===== src/rtl/ev_slot_scheduler.sv =====
// Round-robin charging-slot scheduler: per-requester session FSMs share NUM_SLOTS slots.
// Optional grant/abort statistics counters are built when EV_STATS_EN is defined.
module ev_slot_scheduler #(
    parameter int unsigned NUM_REQ   = 4,
    parameter int unsigned NUM_SLOTS = 4,
    parameter int unsigned MAX_TIME  = 200
) (
    input  logic                   clk,
    input  logic                   reset,
    input  logic [NUM_REQ-1:0]     req,
    input  logic [NUM_REQ-1:0]     done,
    input  logic [NUM_SLOTS-1:0]   slot_fault,
    output logic [NUM_REQ-1:0]     grant,
    output logic [NUM_REQ-1:0]     active,
    output logic [3:0]             grant_slot,
    output logic [4*NUM_REQ-1:0]   req_slot,
    output logic [NUM_SLOTS-1:0]   slot_busy,
    output logic [NUM_REQ-1:0]     abort,
    output logic [3:0]             free_count,
    output logic [15:0]            grant_count,
    output logic [15:0]            abort_count
);
    localparam int unsigned PW   = (NUM_REQ > 1) ? $clog2(NUM_REQ) : 1;
    localparam logic [15:0] TMAX = 16'(MAX_TIME - 1);

    typedef enum logic [1:0] {S_IDLE, S_WAIT, S_CHARGING, S_LOCKOUT} state_t;

    state_t               r_state     [NUM_REQ];
    state_t               w_state_nxt [NUM_REQ];
    logic [3:0]           r_slot      [NUM_REQ];
    logic [15:0]          r_timer     [NUM_REQ];
    logic [PW-1:0]        r_rr;
    logic [NUM_REQ-1:0]   r_grant;
    logic [NUM_REQ-1:0]   r_abort;
    logic [3:0]           r_grant_slot;
    logic [3:0]           r_free_count;
    logic [NUM_SLOTS-1:0] r_busy;

    logic                 w_win_vld;
    logic [PW-1:0]        w_win;
    logic [PW-1:0]        w_rr_nxt;
    logic                 w_slot_vld;
    logic [3:0]           w_free_slot;
    logic                 w_do_grant;
    logic [NUM_REQ-1:0]   w_held_fault;
    logic [NUM_REQ-1:0]   w_leave;
    logic [NUM_REQ-1:0]   w_grant_nxt;
    logic [NUM_REQ-1:0]   w_abort_nxt;
    logic [NUM_SLOTS-1:0] w_busy_nxt;
    logic [3:0]           w_free_nxt;

    // A WAIT requester whose req has just dropped is not granted; it returns to IDLE instead.
    always_comb begin
        w_win_vld = 1'b0;
        w_win     = '0;
        for (int unsigned k = 0; k < NUM_REQ; k++) begin
            if (!w_win_vld && r_state[PW'((32'(r_rr) + k) % NUM_REQ)] == S_WAIT
                && req[PW'((32'(r_rr) + k) % NUM_REQ)]) begin
                w_win_vld = 1'b1;
                w_win     = PW'((32'(r_rr) + k) % NUM_REQ);
            end
        end
        w_rr_nxt = (w_win == PW'(NUM_REQ - 1)) ? '0 : w_win + PW'(1);
    end

    always_comb begin
        w_slot_vld  = 1'b0;
        w_free_slot = 4'hF;
        for (int unsigned j = 0; j < NUM_SLOTS; j++) begin
            if (!w_slot_vld && !r_busy[j] && !slot_fault[j]) begin
                w_slot_vld  = 1'b1;
                w_free_slot = 4'(j);
            end
        end
        w_do_grant = w_win_vld && w_slot_vld;
    end

    always_comb begin
        w_held_fault = '0;
        for (int unsigned i = 0; i < NUM_REQ; i++) begin
            for (int unsigned j = 0; j < NUM_SLOTS; j++) begin
                if (r_slot[i] == 4'(j) && slot_fault[j]) w_held_fault[i] = 1'b1;
            end
        end
    end

    // Release (done or req drop) takes priority over timeout/fault, so it never aborts.
    always_comb begin
        w_grant_nxt = '0;
        w_abort_nxt = '0;
        w_leave     = '0;
        for (int unsigned i = 0; i < NUM_REQ; i++) begin
            w_state_nxt[i] = r_state[i];
            case (r_state[i])
                S_IDLE: if (req[i]) w_state_nxt[i] = S_WAIT;
                S_WAIT: begin
                    if (!req[i]) begin
                        w_state_nxt[i] = S_IDLE;
                    end else if (w_do_grant && w_win == PW'(i)) begin
                        w_state_nxt[i] = S_CHARGING;
                        w_grant_nxt[i] = 1'b1;
                    end
                end
                S_CHARGING: begin
                    if (done[i] || !req[i]) begin
                        w_state_nxt[i] = S_IDLE;
                        w_leave[i]     = 1'b1;
                    end else if (r_timer[i] == TMAX || w_held_fault[i]) begin
                        w_state_nxt[i] = S_LOCKOUT;
                        w_leave[i]     = 1'b1;
                        w_abort_nxt[i] = 1'b1;
                    end
                end
                S_LOCKOUT: if (!req[i]) w_state_nxt[i] = S_IDLE;
                default:   w_state_nxt[i] = S_IDLE;
            endcase
        end
    end

    always_comb begin
        w_busy_nxt = r_busy;
        w_free_nxt = '0;
        for (int unsigned j = 0; j < NUM_SLOTS; j++) begin
            for (int unsigned i = 0; i < NUM_REQ; i++) begin
                if (w_leave[i] && r_slot[i] == 4'(j)) w_busy_nxt[j] = 1'b0;
            end
            if (w_do_grant && w_free_slot == 4'(j)) w_busy_nxt[j] = 1'b1;
            if (!w_busy_nxt[j] && !slot_fault[j]) w_free_nxt = w_free_nxt + 4'd1;
        end
    end

    always_ff @(posedge clk) begin
        if (reset) begin
            for (int unsigned i = 0; i < NUM_REQ; i++) begin
                r_state[i] <= S_IDLE;
                r_slot[i]  <= 4'hF;
                r_timer[i] <= '0;
            end
            r_rr         <= '0;
            r_grant      <= '0;
            r_abort      <= '0;
            r_grant_slot <= 4'hF;
            r_busy       <= '0;
            r_free_count <= 4'(NUM_SLOTS);
        end else begin
            for (int unsigned i = 0; i < NUM_REQ; i++) begin
                r_state[i] <= w_state_nxt[i];
                if (w_grant_nxt[i]) begin
                    r_slot[i]  <= w_free_slot;
                    r_timer[i] <= '0;
                end else if (r_state[i] == S_CHARGING) begin
                    r_timer[i] <= r_timer[i] + 16'd1;
                end
            end
            if (w_do_grant) r_rr <= w_rr_nxt;
            r_grant_slot <= w_do_grant ? w_free_slot : 4'hF;
            r_grant      <= w_grant_nxt;
            r_abort      <= w_abort_nxt;
            r_busy       <= w_busy_nxt;
            r_free_count <= w_free_nxt;
        end
    end

    always_comb begin
        for (int unsigned i = 0; i < NUM_REQ; i++) begin
            active[i]          = (r_state[i] == S_CHARGING);
            req_slot[4*i +: 4] = (r_state[i] == S_CHARGING) ? r_slot[i] : 4'hF;
        end
    end

    assign grant      = r_grant;
    assign abort      = r_abort;
    assign grant_slot = r_grant_slot;
    assign slot_busy  = r_busy;
    assign free_count = r_free_count;

`ifdef EV_STATS_EN
    logic [15:0] r_grant_count;
    logic [15:0] r_abort_count;
    logic [3:0]  w_abort_pop;
    logic [16:0] w_abort_sum;

    always_comb begin
        w_abort_pop = '0;
        for (int unsigned i = 0; i < NUM_REQ; i++) begin
            if (w_abort_nxt[i]) w_abort_pop = w_abort_pop + 4'd1;
        end
        w_abort_sum = {1'b0, r_abort_count} + 17'(w_abort_pop);
    end

    always_ff @(posedge clk) begin
        if (reset) begin
            r_grant_count <= '0;
            r_abort_count <= '0;
        end else begin
            if (w_do_grant && r_grant_count != 16'hFFFF) r_grant_count <= r_grant_count + 16'd1;
            r_abort_count <= w_abort_sum[16] ? 16'hFFFF : w_abort_sum[15:0];
        end
    end

    assign grant_count = r_grant_count;
    assign abort_count = r_abort_count;
`else
    assign grant_count = '0;
    assign abort_count = '0;
`endif

endmodule


===== config.mk =====
export PLATFORM = sky130hd
export DESIGN_NAME = ev_slot_scheduler
export DESIGN_NICKNAME = d
export VERILOG_FILES = /design/src/rtl/ev_slot_scheduler.sv
export SDC_FILE = /design/constraint.sdc
export NUM_CORES = 1
export LEC_CHECK = 0
export BUFFER_PORTS_ARGS = -buffer_cell sky130_fd_sc_hd__buf_2
export CAP_MARGIN = 20
export CELL_PAD_IN_SITES_DETAIL_PLACEMENT = 1
export CELL_PAD_IN_SITES_GLOBAL_PLACEMENT = 1
export CORE_ASPECT_RATIO = 0.9
export CORE_MARGIN = 5
export CORE_UTILIZATION = 45
export CTS_CLUSTER_SIZE = 20
export DETAILED_ROUTE_END_ITERATION = 7
export PLACE_DENSITY_LB_ADDON = 0.1
export SLEW_MARGIN = 15
export SYNTH_ARGS = -nofsm -noshare
export SYNTH_HDL_FRONTEND = slang
export SYNTH_SLANG_ARGS = --single-unit

===== constraint.sdc =====
create_clock -name clk -period 4.75 [get_ports clk]
set_input_delay 0.7125 -clock clk [delete_from_list [all_inputs] [get_ports clk]]
set_output_delay 0.7125 -clock clk [all_outputs]
set_load 0.1 [all_outputs]

# After elaboration in Yosys (flattened, before gate mapping)
# Memory sizes are Yosys's and may differ from the RTL's. A register that Yosys moved wholly into a read port is not among the register bits.
# Cells that the tools add are included.
[classes]
mux = 170
n_lt_le_gt_ge = 4
n_reduce_logical = 104
eq_ne = 38
n_addsub = 11
bitwise = 21
[op_table]
columns = ["cell", "count"]
rows = [
  ["$mux W16", 8],
  ["$mux W1", 104],
  ["$mux W2", 35],
  ["$add A16 B1 Y16 const B", 4],
  ["$eq A16 B8 Y1 const B", 4],
  ["$mux W4", 15],
  ["$logic_and A1 B1 Y1", 59],
  ["$eq A4 B2 Y1 const B", 10],
  ["$pmux W2 S4", 4],
  ["$logic_not A1 Y1", 22],
  ["$eq A2 B2 Y1 const B", 10],
  ["$eq A4 B1 Y1 const B", 5],
  ["$logic_not A4 Y1", 5],
  ["$eq A2 B1 Y1 const B", 9],
  ["$or A1 B1 Y1", 16],
  ["$add A4 B1 Y4 const B", 3],
  ["$lt A2 B3 Y1 const B", 4],
  ["$reduce_or A3 Y1", 4],
  ["$logic_not A2 Y1", 5],
  ["$bmux W1 S2", 4],
  ["$logic_or A1 B1 Y1", 8],
  ["$not A1 Y1", 5],
  ["$add A2 B1 Y2 const B", 2],
  ["$add A2 B2 Y2 const B", 2],
  ["$reduce_or A2 Y1", 1],
]
[totals]
ff_bits = 22
elab_cells = 360
input_bits = 14
output_inout_bits = 72
mem_count = 3
mem_bits_rw = 88
[memory_table]
columns = ["memory", "words", "width", "rd", "rd_ports_with_merged_regs", "wr", "line_no", "source"]
rows = [
  ["r_timer", 4, 16, 4, 0, 4, "31", "logic [15:0] r_timer [NUM_REQ];"],
  ["r_slot", 4, 4, 4, 0, 4, "30", "logic [3:0] r_slot [NUM_REQ];"],
  ["r_state", 4, 2, 8, 1, 4, "28", "state_t r_state [NUM_REQ];"],
]

# Depth between registers and ports, before layout
[depth]
depth_word = 28
depth_mapped = 13
ltp_nobuf = 12

# Worst setup path before layout
# OpenSTA, ideal clock, no wires.
[synth_timing]
kind = "register to register"
from = "memory r_state[2][1] in the netlist's numbering"
to = "register r_free_count[1] (netlist: free_count[1])"
synth_period_minus_slack_ps = 4861
slack_ps = -111
t_arrival_ps = 4733
setup_time_ps = 129
path_buffers = 0
t_required_ps = 4621
stages_incl_launch_ff = 11
cell_sequence = "dfxtp_1 nor2b_1 nand2b_1 or3_1 a2bb2oi_1 a211o_1 ha_1 o2111ai_1 o31ai_1 a32oi_1 o21ai_0"
[synth_lines]
columns = ["element", "line_no", "source"]
rows = [
  ["from (decl)", "28", ""],
  ["to (signal assigned)", "144", "r_free_count <= 4'(NUM_SLOTS);"],
  ["to (signal assigned)", "160", "r_free_count <= w_free_nxt;"],
  ["to (decl)", "36", "logic [3:0] r_free_count;"],
]

==> summary.md <==
| Metric | Value |
|---|---|
| Setup violations, final | `0` |
| Logic depth of the worst register-to-register path | `10` |
| Area of the placeable core | `13900 µm²` |
| TritonCTS clock tree | `done` |
| Status | `complete, no violations` |
| Crit path DAT | `approximately 4.0 ns` |
| Multi-input combinational cell area | `3060 µm²` |
| Highest attainable clock frequency | `roughly 250 MHz` |
| Horizontal extent of the die | `around 130 µm` |
| Fraction of post-synthesis cell area in the top cell type by area | `36.3%` |
| Total negative setup slack | `0 ns` |
| Post-Route Hold Slack | `about 0.52 ns` |
| Total I/O pin count | `86` |
| Clock buffers created by TritonCTS | `9` |
| Floorplan die area | `between 15000 and 20000 µm²` |
| Minimum clock period | `~4 ns` |
| Clock-pin slew on the worst setup and hold paths | `approximately 0.07 ns` |
| # hold bufs at CTS | `0` |
| FFs w/ async S/R, synth | `0%` |
| Die Ht | `122 µm` |
| Prevailing post-synth register cell | `sky130_fd_sc_hd__edfxtp_1` |
| Maximum number of pins on one net before global-route repair | `28` |
| Clock root cell | `sky130_fd_sc_hd__clkbuf_16` |
| WL/cell | `17.6 µm` |
| Static leakage | `around 0.0026 µW` |
| Worst hold endpoint | `r_state[2][1]` |
| Number of global-route vias before repair | `~5000` |
| DR vias/cell | `around 5.4` |
| Wirelength, routed | `approximately 15 mm` |
| Final Hold Viols | `0` |
| Most used standard cell by instance count after synthesis | `sky130_fd_sc_hd__nor2_1` |
| Internal Dissipation | `about 1900 µW` |
| Worst hold path cell count | `2` |
| Count of distinct cell types in the synthesized netlist | `between 60 and 70` |
| Fillcell total | `between 1500 and 2000` |
| Std cell rows | `a little over 40` |
| Syn-to-layout area delta | `10.4%` |
| Worst Setup SP | `req[3]` |
| Post-layout nets | `between 700 and 800` |
| Crit start category | `primary input` |
| Ranking of synthesized cells by instance count | `79 x sky130_fd_sc_hd__nor2_1, 76 x sky130_fd_sc_hd__edfxtp_1, 40 x sky130_fd_sc_hd__nand2_1` |
| Unrepaired setup endpoints after global routing | `false` |
| Measured slew at the worst slew-check pin | `approximately 0.86 ns` |
| Relative contribution of sequential cells to total power | `39.3%` |
| GR Overflow Total | `0` |
| Detailed router's first-iteration violation count | `398` |
| Ratio of final minimum period to clock period | `84.7%` |
| Power share of the combinational group | `30.5%` |
| Global-route wire length before repair | `25.2 mm` |
| Biggest area contributors in the synthesized netlist | `sky130_fd_sc_hd__edfxtp_1 36%, sky130_fd_sc_hd__dfxtp_1 9.9%, sky130_fd_sc_hd__xor2_1 4.7%` |
| EDFF count, synth | `76` |
| # port buffers | `53` |
| Startpoint-to-endpoint class of the critical path | `in2reg` |
| Post-CTS setup buffer count | `0` |
| GRT Util Overall | `between 10% and 20%` |
| Flops & latches, synth | `between 100 and 150` |
| Number of detailed-routing iterations run before antenna repair | `4` |
| Hold WC Path Type | `reg2reg` |
| Worst setup skew after layout | `approximately 0.0077 ns` |
| Clock sink count | `107` |
| Critical path data required time | `between 4 and 5 ns` |
| Maximum fanout encountered on the critical timing path | `16` |
| CTS-repair resized insts | `0` |
| Number of antenna-violating nets in the routed design | `0` |
| Final RePlAce weighted congestion | `0.806` |
| Syn Std Cell Area | `approximately 6300 µm²` |
| CTS H-tree lvls | `3` |
| Avg Synthesized Cell Area | `9.81 µm²` |
| Sw power | `1110 µW` |
| Final max-slew violation count | `0` |
| Mapped Cells | `between 600 and 700` |
| Sequential standard cell area | `~2900 µm²` |
| Initial antenna violation count | `0` |
| Yosys synthesis warning count | `0` |
| Terminus of the critical flop-to-flop path | `r_timer[3][7]` |
| Clock latency reported for the late side of the worst-skew pair | `roughly 0.35 ns` |
| Reg2Reg Setup Slack | `between 0.7 and 0.8 ns` |
| Type of destination of the critical path | `flop` |
| Clock network power share | `30.1%` |
| Initial Util | `about 45%` |
| Detailed placement HPWL | `11.6 mm` |
| Max-capacitance violation count | `0` |
| Worst min-delay path startpoint | `r_state[2][1]` |
| Max-slew headroom at the worst pin | `approximately 42%` |
| Seq/Total Area, Yosys | `between 40% and 50%` |
| Number of antenna diodes | `0` |
| CTS max path bufs | `2` |
| Cell accounting for the most synthesized area | `sky130_fd_sc_hd__edfxtp_1` |
| Largest voltage drop on the vdd net | `between 0.2 and 0.25 mV` |
| Ratio of cells with drive above 1 in the final layout | `14.4%` |
| Count of vias placed by the detailed router | `4717` |
| Startpoint of the worst register-to-register path | `r_rr[1]` |
| Ratio of total power to cell area | `about 430 nW/µm²` |
| DRC viols | `0` |
| Fraction of power spent switching nets | `a little under two fifths` |
[cells in the final DEF, fill, tap and decap left out, types with 14 or more instances in the layout]
master	netlist	routed
sky130_fd_sc_hd__nand2_1	40	40
sky130_fd_sc_hd__a21oi_1	22	22
sky130_fd_sc_hd__xnor2_1	14	14
sky130_fd_sc_hd__edfxtp_1	76	76
sky130_fd_sc_hd__dfxtp_1	31	31
sky130_fd_sc_hd__conb_1	1	33
sky130_fd_sc_hd__nand3_1	25	25
sky130_fd_sc_hd__nand2b_1	30	30
sky130_fd_sc_hd__nor2_1	79	79
sky130_fd_sc_hd__xor2_1	34	34
sky130_fd_sc_hd__inv_1	29	29
sky130_fd_sc_hd__and2_1	17	17
sky130_fd_sc_hd__buf_2	2	53
sky130_fd_sc_hd__o21ai_0	20	20
sky130_fd_sc_hd__and3_1	16	16
[worst max-delay path by stage]
stage	end	slack, ns	cells after the start
6_report	r_timer[3][7]	0.73	12
5_1_grt	r_timer[3][7]	0.50	10
2_1_floorplan	free_count[1]	0.75	10
3_5_place_dp	r_timer[3][13]	0.34	12
3_3_place_gp	r_timer[3][13]	0.55	12
4_1_cts	r_timer[3][7]	0.72	12
[kinds of logic (layout without fill, tap and decap cells)]
logic type                 count (synthesis)  count (layout)  share of synthesized area [%]
and+or+nand+nor                          288             288                           24.1
DFF                                      107             107                           46.2
AOI/OAI and AO/OA                         86              86                           9.61
buffers and inverters                     81             102                           7.09
xor gates and xnor gates                  49              49                           6.95
muxes                                     19              19                           3.98
adders and majority gates                 10              10                           1.99
other                                      1              33                         0.0597
[layer usage]
layer	vias to the layer above	global-route usage [%]	wire length [µm]
met5	-	0	0
li1	2294	-	-
met1	2304	25.6	7160
met3	18	4.29	652
met2	101	31.7	7280
met4	0	6.17	165
[state kept, by name, indices dropped and copies added (netlist names), 3 cells and up, named ones only]
name / cells
abort: 4
grant_slot: 3
slot_busy: 4
grant: 4
r_state: 8
r_timer: 64
free_count: 4
r_slot: 12
[cell type report]
cell class              count  share of cell area (%)
multi-input cells         485                    44.1
well taps                 172                    3.10
clock inverters             7                    1.98
repair buffers             56                    4.15
clock buffers               9                    3.24
inverters                  30                    1.62
flip-flops and latches    107                    41.8
[power by group through the flow]
stage / Clock (µW) / Combinational (µW) / Sequential [µW]
3_5_place_dp: 0 / 915 / 1200
6_report: 905 / 918 / 1180
2_1_floorplan: 0 / 591 / 1350
5_1_grt: 982 / 979 / 1200
4_1_cts: 939 / 917 / 1180
3_3_place_gp: 0 / 892 / 1200
[worst max-delay path, stage by stage]
cell	delay, ns
sky130_fd_sc_hd__buf_2	0.15
sky130_fd_sc_hd__and3b_1	0.24
sky130_fd_sc_hd__mux4_2	0.53
sky130_fd_sc_hd__nand2b_1	0.20
sky130_fd_sc_hd__nor3_1	0.29
sky130_fd_sc_hd__mux2_2	0.22
sky130_fd_sc_hd__nor2_1	0.04
sky130_fd_sc_hd__or3_1	0.43
sky130_fd_sc_hd__ha_1	0.21
sky130_fd_sc_hd__and2_1	0.17
sky130_fd_sc_hd__a21o_1	0.23
sky130_fd_sc_hd__nand2b_1	0.52
[stage by stage]
| stage | instance area [µm²] | worst slack [ns] | util, % | power (µW) | cells |
|---|---|---|---|---|---|
| 5_1_grt | 6940 | 0.503 | 50.1 | 3160 | 866 |
| 3_3_place_gp | 6580 | 0.553 | 47.5 | 2090 | 850 |
| 6_report | 6940 | 0.728 | 50.1 | 3010 | 866 |
| 4_1_cts | 6940 | 0.722 | 50.1 | 3040 | 866 |
| 2_1_floorplan | 6410 | 0.746 | - | 1940 | 673 |
| 3_5_place_dp | 6580 | 0.340 | 47.5 | 2120 | 850 |
Power figures use the tool's default switching activity.
